`src/rtl/alu_shift_pipe.sv`:
```
// Two-stage pipelined ARM barrel shifter + ALU with an NZCV flag register and valid/ready handshakes.
// Optional feature macro: ALU_SHIFT_PIPE_CF_FWD_EN forwards the stage-1 carry instead of stalling.
module alu_shift_pipe #(
    parameter int WIDTH = 32
) (
    input  logic             clk,
    input  logic             rst,
    input  logic             in_valid,
    output logic             in_ready,
    input  logic [WIDTH-1:0] in_a,
    input  logic [WIDTH-1:0] in_data,
    input  logic [7:0]       in_amt,
    input  logic [2:0]       in_shft_op,
    input  logic [3:0]       in_alu_op,
    input  logic             in_s,
    output logic             out_valid,
    input  logic             out_ready,
    output logic [WIDTH-1:0] out_f,
    output logic [3:0]       out_nzcv,
    output logic             out_wr,
    output logic [3:0]       flags
);
    // Handshake rule: a transfer happens on a rising edge where valid && ready;
    // valid never waits on ready, and the payload is held while valid && !ready.
    localparam int LW = $clog2(WIDTH);
    localparam logic [7:0] W8 = 8'(WIDTH);

    logic             s1_valid;
    logic [WIDTH-1:0] s1_a;
    logic [WIDTH-1:0] s1_b;
    logic             s1_sc;
    logic [3:0]       s1_op;
    logic             s1_s;

    logic s2_en, s1_adv, in_fire, hazard, s1_sets, cf_in;

    logic [WIDTH-1:0] alu_x, alu_y, alu_f;
    logic             alu_ci, alu_arith, alu_c, alu_v;
    logic [WIDTH:0]   alu_sum;
    logic [3:0]       alu_nzcv;

    logic [WIDTH-1:0]        sh_out, rot;
    logic                    sh_c;
    logic [WIDTH:0]          ext_l, ext_r;
    logic signed [WIDTH:0]   ext_a;

    // TST TEQ CMP CMN (8..B) always update flags and never write back.
    assign s1_sets = s1_s || (s1_op[3:2] == 2'b10);
    assign s2_en   = !out_valid || out_ready;
    assign s1_adv  = s1_valid && s2_en;
    assign in_ready = (!s1_valid || s2_en) && !hazard;
    assign in_fire  = in_valid && in_ready;

`ifdef ALU_SHIFT_PIPE_CF_FWD_EN
    assign cf_in  = (s1_valid && s1_sets) ? alu_c : flags[1];
    assign hazard = 1'b0;
`else
    logic uses_cf;
    assign cf_in   = flags[1];
    assign uses_cf = (in_shft_op >= 3'd4) || (in_amt == 8'd0);
    assign hazard  = s1_valid && s1_sets && uses_cf;
`endif

    always_comb begin
        sh_out = in_data;
        sh_c   = cf_in;
        ext_l  = {1'b0, in_data} << in_amt;
        ext_r  = {in_data, 1'b0} >> in_amt;
        ext_a  = $signed({in_data, 1'b0}) >>> in_amt;
        rot    = WIDTH'({in_data, in_data} >> in_amt[LW-1:0]);
        case (in_shft_op)
            3'd0: if (in_amt != 8'd0) begin
                if (in_amt <= W8) begin
                    sh_out = ext_l[WIDTH-1:0];
                    sh_c   = ext_l[WIDTH];
                end else begin
                    sh_out = '0;
                    sh_c   = 1'b0;
                end
            end
            3'd1: if (in_amt != 8'd0) begin
                if (in_amt <= W8) begin
                    sh_out = ext_r[WIDTH:1];
                    sh_c   = ext_r[0];
                end else begin
                    sh_out = '0;
                    sh_c   = 1'b0;
                end
            end
            3'd2: if (in_amt != 8'd0) begin
                if (in_amt < W8) begin
                    sh_out = ext_a[WIDTH:1];
                    sh_c   = ext_a[0];
                end else begin
                    sh_out = {WIDTH{in_data[WIDTH-1]}};
                    sh_c   = in_data[WIDTH-1];
                end
            end
            // A rotate by a multiple of WIDTH leaves data intact; carry is still its MSB.
            3'd3: if (in_amt != 8'd0) begin
                sh_out = rot;
                sh_c   = rot[WIDTH-1];
            end
            3'd4: begin
                sh_out = {cf_in, in_data[WIDTH-1:1]};
                sh_c   = in_data[0];
            end
            default: ;
        endcase
    end

    // Subtract-type ops are folded into x + ~y + cin so C is already NOT borrow.
    always_comb begin
        alu_x     = s1_a;
        alu_y     = s1_b;
        alu_ci    = 1'b0;
        alu_arith = 1'b0;
        case (s1_op)
            4'h2, 4'hA: begin alu_y = ~s1_b; alu_ci = 1'b1; alu_arith = 1'b1; end
            4'h3:       begin alu_x = s1_b; alu_y = ~s1_a; alu_ci = 1'b1; alu_arith = 1'b1; end
            4'h4, 4'hB: begin alu_arith = 1'b1; end
            4'h5:       begin alu_ci = flags[1]; alu_arith = 1'b1; end
            4'h6:       begin alu_y = ~s1_b; alu_ci = flags[1]; alu_arith = 1'b1; end
            4'h7:       begin alu_x = s1_b; alu_y = ~s1_a; alu_ci = flags[1]; alu_arith = 1'b1; end
            default: ;
        endcase
        alu_sum = {1'b0, alu_x} + {1'b0, alu_y} + {{WIDTH{1'b0}}, alu_ci};
        case (s1_op)
            4'h0, 4'h8: alu_f = s1_a & s1_b;
            4'h1, 4'h9: alu_f = s1_a ^ s1_b;
            4'hC:       alu_f = s1_a | s1_b;
            4'hD:       alu_f = s1_b;
            4'hE:       alu_f = s1_a & ~s1_b;
            4'hF:       alu_f = ~s1_b;
            default:    alu_f = alu_sum[WIDTH-1:0];
        endcase
        alu_c = alu_arith ? alu_sum[WIDTH] : s1_sc;
        alu_v = alu_arith ? ((alu_x[WIDTH-1] == alu_y[WIDTH-1]) && (alu_f[WIDTH-1] != alu_x[WIDTH-1]))
                          : flags[0];
        alu_nzcv = {alu_f[WIDTH-1], (alu_f == '0), alu_c, alu_v};
    end

    always_ff @(posedge clk or posedge rst) begin
        if (rst) begin
            s1_valid  <= 1'b0;
            s1_a      <= '0;
            s1_b      <= '0;
            s1_sc     <= 1'b0;
            s1_op     <= '0;
            s1_s      <= 1'b0;
            out_valid <= 1'b0;
            out_f     <= '0;
            out_nzcv  <= '0;
            out_wr    <= 1'b0;
            flags     <= '0;
        end else begin
            if (s1_adv) s1_valid <= 1'b0;
            if (in_fire) begin
                s1_valid <= 1'b1;
                s1_a     <= in_a;
                s1_b     <= sh_out;
                s1_sc    <= sh_c;
                s1_op    <= in_alu_op;
                s1_s     <= in_s;
            end
            // Flags commit on the same edge the op lands in stage 2.
            if (s2_en) begin
                out_valid <= s1_valid;
                if (s1_valid) begin
                    out_f    <= alu_f;
                    out_nzcv <= s1_sets ? alu_nzcv : flags;
                    out_wr   <= (s1_op[3:2] != 2'b10);
                    if (s1_sets) flags <= alu_nzcv;
                end
            end
        end
    end
endmodule

```
`config.mk`:
```
export PLATFORM = sky130hd
export DESIGN_NAME = alu_shift_pipe
export DESIGN_NICKNAME = d
export VERILOG_FILES = /design/src/rtl/alu_shift_pipe.sv
export SDC_FILE = /design/constraint.sdc
export NUM_CORES = 1
export LEC_CHECK = 0
export BUFFER_PORTS_ARGS = -buffer_cell sky130_fd_sc_hd__buf_4
export CORE_ASPECT_RATIO = 2
export CORE_UTILIZATION = 42
export CTS_CLUSTER_DIAMETER = 30
export DETAILED_ROUTE_END_ITERATION = 8
export GPL_TIMING_DRIVEN = 0
export HOLD_SLACK_MARGIN = 0.1
export MAX_ROUTING_LAYER = met4
export PLACE_DENSITY = 0.55
export SLEW_MARGIN = 20
export SYNTH_ARGS = -nofsm -noshare
export SYNTH_HDL_FRONTEND = slang
export SYNTH_SLANG_ARGS = --single-unit
```
`constraint.sdc`:
```
create_clock -name clk -period 11.8 [get_ports clk]
set_input_delay 2.36 -clock clk [delete_from_list [all_inputs] [get_ports clk]]
set_output_delay 2.36 -clock clk [all_outputs]
set_load 0.05 [all_outputs]
```
==> metrics.md, run 1 <==
| Metric | Value |
|---|---|
| Resize count post-CTS | `0` |
| Post-synthesis share of cell area spent on xor and xnor gates | `under 10%` |
| Flip-flop cell with the highest count after synthesis | `dfrtp_1` |
| Effective utilization at floorplan | `roughly 43%` |
| Width of the die | `137 microns` |
| Maximum buffer depth of the clock tree | `2` |
| Largest family of logic cells by synthesized area | `compound AO/OA/AOI/OAI gates` |
| Cell Rows | `98` |
| Post-synth EDFFs | `0` |
| Global-route wire length before repair | `200000 microns` |
| Largest net degree at the start of global routing | `roughly 80` |
| TritonCTS buffer count | `9` |
| Detailed placement HPWL | `around 83000 microns` |
| Maximum level of the CTS H-tree | `3` |
| Number of standard cells after synthesis | `2253` |
| Status | `did not finish` |
| Number of unique standard cell types used by synthesis | `91` |
| Cell type with the highest aggregate area in the netlist | `dfrtp_1` |
| Area share of the leading cell type in the synthesized netlist | `between 15 and 20%` |
| Post-synthesis register bit count | `around 110` |
| Fraction of registers with async set or reset after synthesis | `100%` |
| Portion of the post-synthesis area used by sequential elements | `17.7%` |
| # IOs | `127` |
| Post-synthesis adder-cell area fraction | `under 10%` |
| Total nets after synthesis | `2402` |
| Per-instance average area after synthesis | `between 6 and 7 sq um` |
| GPL Wtd Cong | `approximately 1.3` |
| Vias in the first global route | `~24k` |
| Synth area leaders | `dfrtp_1 18%, nand2_1 9.7%, o21ai_0 8.6%` |
| Fraction of the mapped netlist area in compound gates | `roughly 34%` |
| CTS root buffer | `clkbuf_16` |
| Post-CTS Hold Fix Bufs | `0` |
| Stage where the flow stopped | `global routing` |
| Synthesized-area fraction occupied by and/or/nand/nor cells | `21.1%` |
| Number of warnings printed during yosys synthesis | `0` |
| Placed cell areas | `between 15000 and 20000 sq um` |
| Overall overflow remaining after global route | `790` |
| Share of synthesized area spent on multiplexers | `11.6%` |
| First error line in the log | `[ERROR GRT-0116] Global routing finished with congestion. Check the congestion regions in the DRC Viewer.` |
| Cell area after synthesis | `about 15000 sq um` |
| Height of the chip | `around 270 microns` |
| Total GRT Usage | `73.5%` |
| Number of clock sinks seen by CTS | `~110` |
| Port Buffer Count | `111` |
| Setup Buffers After CTS | `0` |
[through the flow]
stage | hold WS [ns] | worst slack (ns) | utilization (%) | instances
4_1_cts | 0.486 | 4.21 | 47.7 | 2833
3_5_place_dp | 0.471 | 4.21 | 46.9 | 2818
3_3_place_gp | 0.462 | 4.16 | 46.7 | 2814
2_1_floorplan | 0.446 | 5.42 | - | 2253
[synth_stat cells (all sizes together), types with 6 or more instances]
master     n
a31oi     34
nand2    399
or2        7
o21bai     6
a311oi     8
ha        63
a21boi     7
nand3     46
mux2      38
nand4     13
o211ai    15
dfrtp    109
nand2b    23
xnor2     20
a221oi    24
nor2     166
a21oi    203
nor3      45
and3      10
mux4      26
o21ai    338
buf       69
o22ai     41
and2      10
xor2      16
o31ai     14
o32a       6
inv       85
a211oi    34
mux2i     77
clkbuf   134
a211o      7
o32ai     10
a22oi     26
a2111oi    8
nor2b      9
nor4       6
o221ai    14
a21o      18
[metal layers]
layer	overflow	track usage, %
met1	7	70.8
met2	501	93.2
met3	24	49.2
met4	258	75.6
met5	-	-
[cells by family after synthesis]
kind of cell | after synthesis
AOI/OAI and AO/OA | 863
xor gates and xnor gates | 36
adders and majority gates | 65
buffers and inverters | 288
DFF | 109
muxes | 141
and+or+nand+nor | 751
==> run 2: changes to the inputs <==
==> config.mk (replaced) <==
export PLATFORM = sky130hd
export DESIGN_NAME = alu_shift_pipe
export DESIGN_NICKNAME = d
export VERILOG_FILES = /design/src/rtl/alu_shift_pipe.sv
export SDC_FILE = /design/constraint.sdc
export NUM_CORES = 1
export LEC_CHECK = 0
export BUFFER_PORTS_ARGS = -buffer_cell sky130_fd_sc_hd__buf_4
export CORE_UTILIZATION = 27
export DETAILED_ROUTE_END_ITERATION = 8
export GPL_TIMING_DRIVEN = 0
export PLACE_DENSITY_LB_ADDON = 0.15
export SLEW_MARGIN = 20
export SYNTH_ARGS = -nofsm -noshare
export SYNTH_HDL_FRONTEND = slang
export SYNTH_SLANG_ARGS = --single-unit
==> metrics.md, run 2 <==
| Metric | Value |
|---|---|
| Status | `finished, final reports clean (was did not finish)` |
| Final worst path period share | `between 60% and 70%` |
| Minimum clock period after layout | `7.62 ns` |
| Total nets after synthesis | `2402 (unchanged)` |
| Final worst setup slack | `about 4.2 ns` |
| Post-synthesis share of cell area spent on xor and xnor gates | `2.05% (unchanged)` |
| Port Buffer Count | `111 (unchanged)` |
| Overall overflow remaining after global route | `0` |
| Post-synth EDFFs | `0 (unchanged)` |
| Wire length after detailed routing | `just over 100000 microns` |
| Number of warnings printed during yosys synthesis | `0 (unchanged)` |
| Placeable Area | `56400 sq um` |
| Portion of the post-synthesis area used by sequential elements | `17.7% (unchanged)` |
| CTS tree | `yes` |
| Placed cell areas | `17200 sq um (was 16900 sq um)` |
| Required time worst endpoint | `about 12 ns` |
| Most common library cell in the layout ignoring fill and taps | `nand2_1` |
| Worst setup path category | `flip-flop to flip-flop` |
| Post-synthesis adder-cell area fraction | `5.38% (unchanged)` |
| Maximum frequency from static timing analysis | `between 0.1 and 0.15 GHz` |
| Width of the die | `241 microns (was 137 microns)` |
| Endpoint type of the worst setup path | `flip-flop` |
| Post-detailed-route via-to-cell ratio | `about 6.2` |
| Number of antenna violations at the first check in global routing | `2` |
| Routed wire per std cell | `between 30 and 40 microns` |
| Maximum level of the CTS H-tree | `3 (unchanged)` |
| Largest clock skew in the final design | `roughly 0.013 ns` |
| Cell Rows | `87 (was 98)` |
| Share of synthesized area spent on multiplexers | `11.6% (unchanged)` |
| # IOs | `127 (unchanged)` |
| Number of hold violations in the final report | `0` |
| Sequential standard cell area | `~2700 sq um` |
| Measured slew at the worst slew-check pin | `between 1 and 1.5 ns` |
| Vias in the first global route | `roughly 19k` |
| Static leakage | `slightly above 7 nW` |
| Biggest regs | `out_f: 32 flops, s1_a: 32 flops, s1_b: 32 flops` |
| Area of combinational cells with multiple inputs | `between 10000 and 15000 sq um` |
| Aggregate negative setup slack | `0 ns` |
| Global-route wire length before repair | `between 100000 and 150000 microns` |
| Top library cells by usage in the layout, fill and taps aside | `398 x nand2_1, 264 x o21ai_0, 203 x a21oi_1, 165 x nor2_1, 133 x clkbuf_1` |
| Clock-pin slew on the worst setup and hold paths | `0.07 ns` |
| Iter 0 DRT Violations | `2210` |
| Headroom to the max-slew limit | `a little over a fifth` |
| Number of standard cells after synthesis | `2253 (unchanged)` |
| Commonest cells in the synthesized netlist | `398 x nand2_1, 264 x o21ai_0, 203 x a21oi_1 (unchanged)` |
| Fraction of registers with async set or reset after synthesis | `100% (unchanged)` |
| Cell area after synthesis | `15400 sq um (unchanged)` |
| Detailed placement HPWL | `82700 microns (was 83000 microns)` |
| Per-instance average area after synthesis | `6.83 sq um (unchanged)` |
| Height of the chip | `241 microns (was 273 microns)` |
| Final Max Tran Viols | `0` |
| Pre-CTS WS | `4.37 ns (was 4.21 ns)` |
| Cell type with the highest aggregate area in the netlist | `dfrtp_1 (unchanged)` |
| DRT Pass-1 Iters | `6` |
| Number of unique standard cell types used by synthesis | `91 (unchanged)` |
| Maximum buffer depth of the clock tree | `2 (unchanged)` |
| Largest net degree at the start of global routing | `between 50 and 60` |
| Synthesized-area fraction occupied by and/or/nand/nor cells | `21.1% (unchanged)` |
| Setup Buffers After CTS | `0 (unchanged)` |
| Fraction of final layout cells with drive strength greater than 1 | `between 10% and 20%` |
| Antenna Cells | `0` |
| Cell area power density | `197 nW/um^2` |
| Resize count post-CTS | `0 (unchanged)` |
| TritonCTS buffer count | `9 (unchanged)` |
| Layout Area Growth over Synthesis | `14.1%` |
| Post-route cell area | `about 18000 sq um` |
| Number of clock sinks seen by CTS | `109 (unchanged)` |
| Remaining antenna violation count after routing | `0` |
| Core occupancy in the finished layout | `~31%` |
| Die Outline Area | `between 50000 and 60000 sq um` |
| Max_cap viols | `0` |
| Largest family of logic cells by synthesized area | `compound AO/OA/AOI/OAI gates (unchanged)` |
| Worst Hold Class | `flip-flop to flip-flop` |
| Worst IR Drop VDD | `roughly 0.12 mV` |
| Clock network latency to the later pin of the worst-skew pair | `0.39 ns` |
| GPL Wtd Cong | `1.00 (was 1.30)` |
| Fraction of the mapped netlist area in compound gates | `34.4% (unchanged)` |
| Flip-flop cell with the highest count after synthesis | `dfrtp_1 (unchanged)` |
| Post-CTS Hold Fix Bufs | `0 (unchanged)` |
| Number of nets in the final layout | `2528` |
| RSZ-0062 raised after global routing | `false` |
| CTS root buffer | `clkbuf_16 (unchanged)` |
| Synth area leaders | `dfrtp_1 18%, nand2_1 9.7%, o21ai_0 8.6% (unchanged)` |
| Total GRT Usage | `~36%` |
| Area share of the leading cell type in the synthesized netlist | `17.7% (unchanged)` |
| Filler cells | `~6.3k` |
| Crit path DAT | `between 7 and 8 ns` |
| Kind of start point of the critical path | `flip-flop` |
| Post-synthesis register bit count | `109 (unchanged)` |
| Worst-path maximum fanout | `10` |
| Setup Viol. Count Final | `0` |
| Drt drc | `0` |
| Vias | `a little under 20k` |
| Cell with the most instances after synthesis | `nand2_1 (unchanged)` |
| Effective utilization at floorplan | `27.3% (was 42.8%)` |
==> run 2: critical path, cell delays in order (launching register included) <==
cell      delay (ns)
dfrtp_1         0.48
buf_2           0.30
buf_6           0.19
buf_2           0.34
buf_2           0.36
clkbuf_1        0.53
nor3_1          0.21
clkbuf_1        0.35
o21ai_0         0.29
o21ai_0         0.13
ha_1            0.30
buf_2           0.16
a211o_1         0.30
a21oi_1         0.67
o21ai_2         0.36
a31oi_1         0.31
xnor2_1         0.15
a221oi_2        0.52
nor4b_2         0.69
nand4_1         0.18
nor4_1          0.34
nand4b_1        0.16
o31ai_2         0.19
==> run 2: kinds of logic after synthesis <==
group	after synthesis
multiplexers	141
flip-flops	109
buffers and inverters	288
XOR/XNOR	36
AND/OR/NAND/NOR	751
adder cells (fa/ha/maj)	65
AO/OA/AOI/OAI	863
==> run 2: final cells by class <==
cell class,count,share of cell area [%]
clock buffer,12,1.46
buffer,203,4.97
multi-input combinational,1856,65.4
timing repair buffer,115,5.03
tap,756,5.39
clock inverter,4,0.399
sequential,109,15.5
inverter,85,1.85
==> run 2: worst paths after layout <==
kind	from	endpoint	slack [ns]	cells past startpoint
max	s1_op[0]	flags[2]	4.18	22
min	out_f[17]	out_f[17]	0.48	2
max reg2reg	s1_op[0]	flags[2]	4.18	22
min reg2reg	out_f[17]	out_f[17]	0.48	2
max in group asynchronous	rst	s1_a[22]	9.09	3
min in group asynchronous	rst	s1_a[4]	2.01	2
==> run 2: routing by layer <==
| layer | track usage (%) | share of wire (%) |
|---|---|---|
| met5 | 0 | 0.026 |
| met1 | 41.8 | 38 |
| met2 | 60.5 | 47 |
| met3 | 4.69 | 6.7 |
| met4 | 23.5 | 7.4 |
==> run 2: where the power goes <==
| group | internal [mW] | leakage (nW) | switching (mW) |
|---|---|---|---|
| Clock | 0.197 | 0.163 | 0.155 |
| Combinational | 0.789 | 5.65 | 1.70 |
| Sequential | 0.489 | 1.33 | 0.128 |
==> run 2: per-stage QoR <==
step           power (mW)  hold WS, ns  std cells
2_1_floorplan        2.18        0.446       2253
3_3_place_gp         3.05        0.460       3120
5_1_grt              3.66        0.508       3140
3_5_place_dp         3.05        0.467       3124
4_1_cts              3.42        0.487       3140
6_report             3.46        0.483       3140
Note: power is estimated with default switching activity, not from simulation.
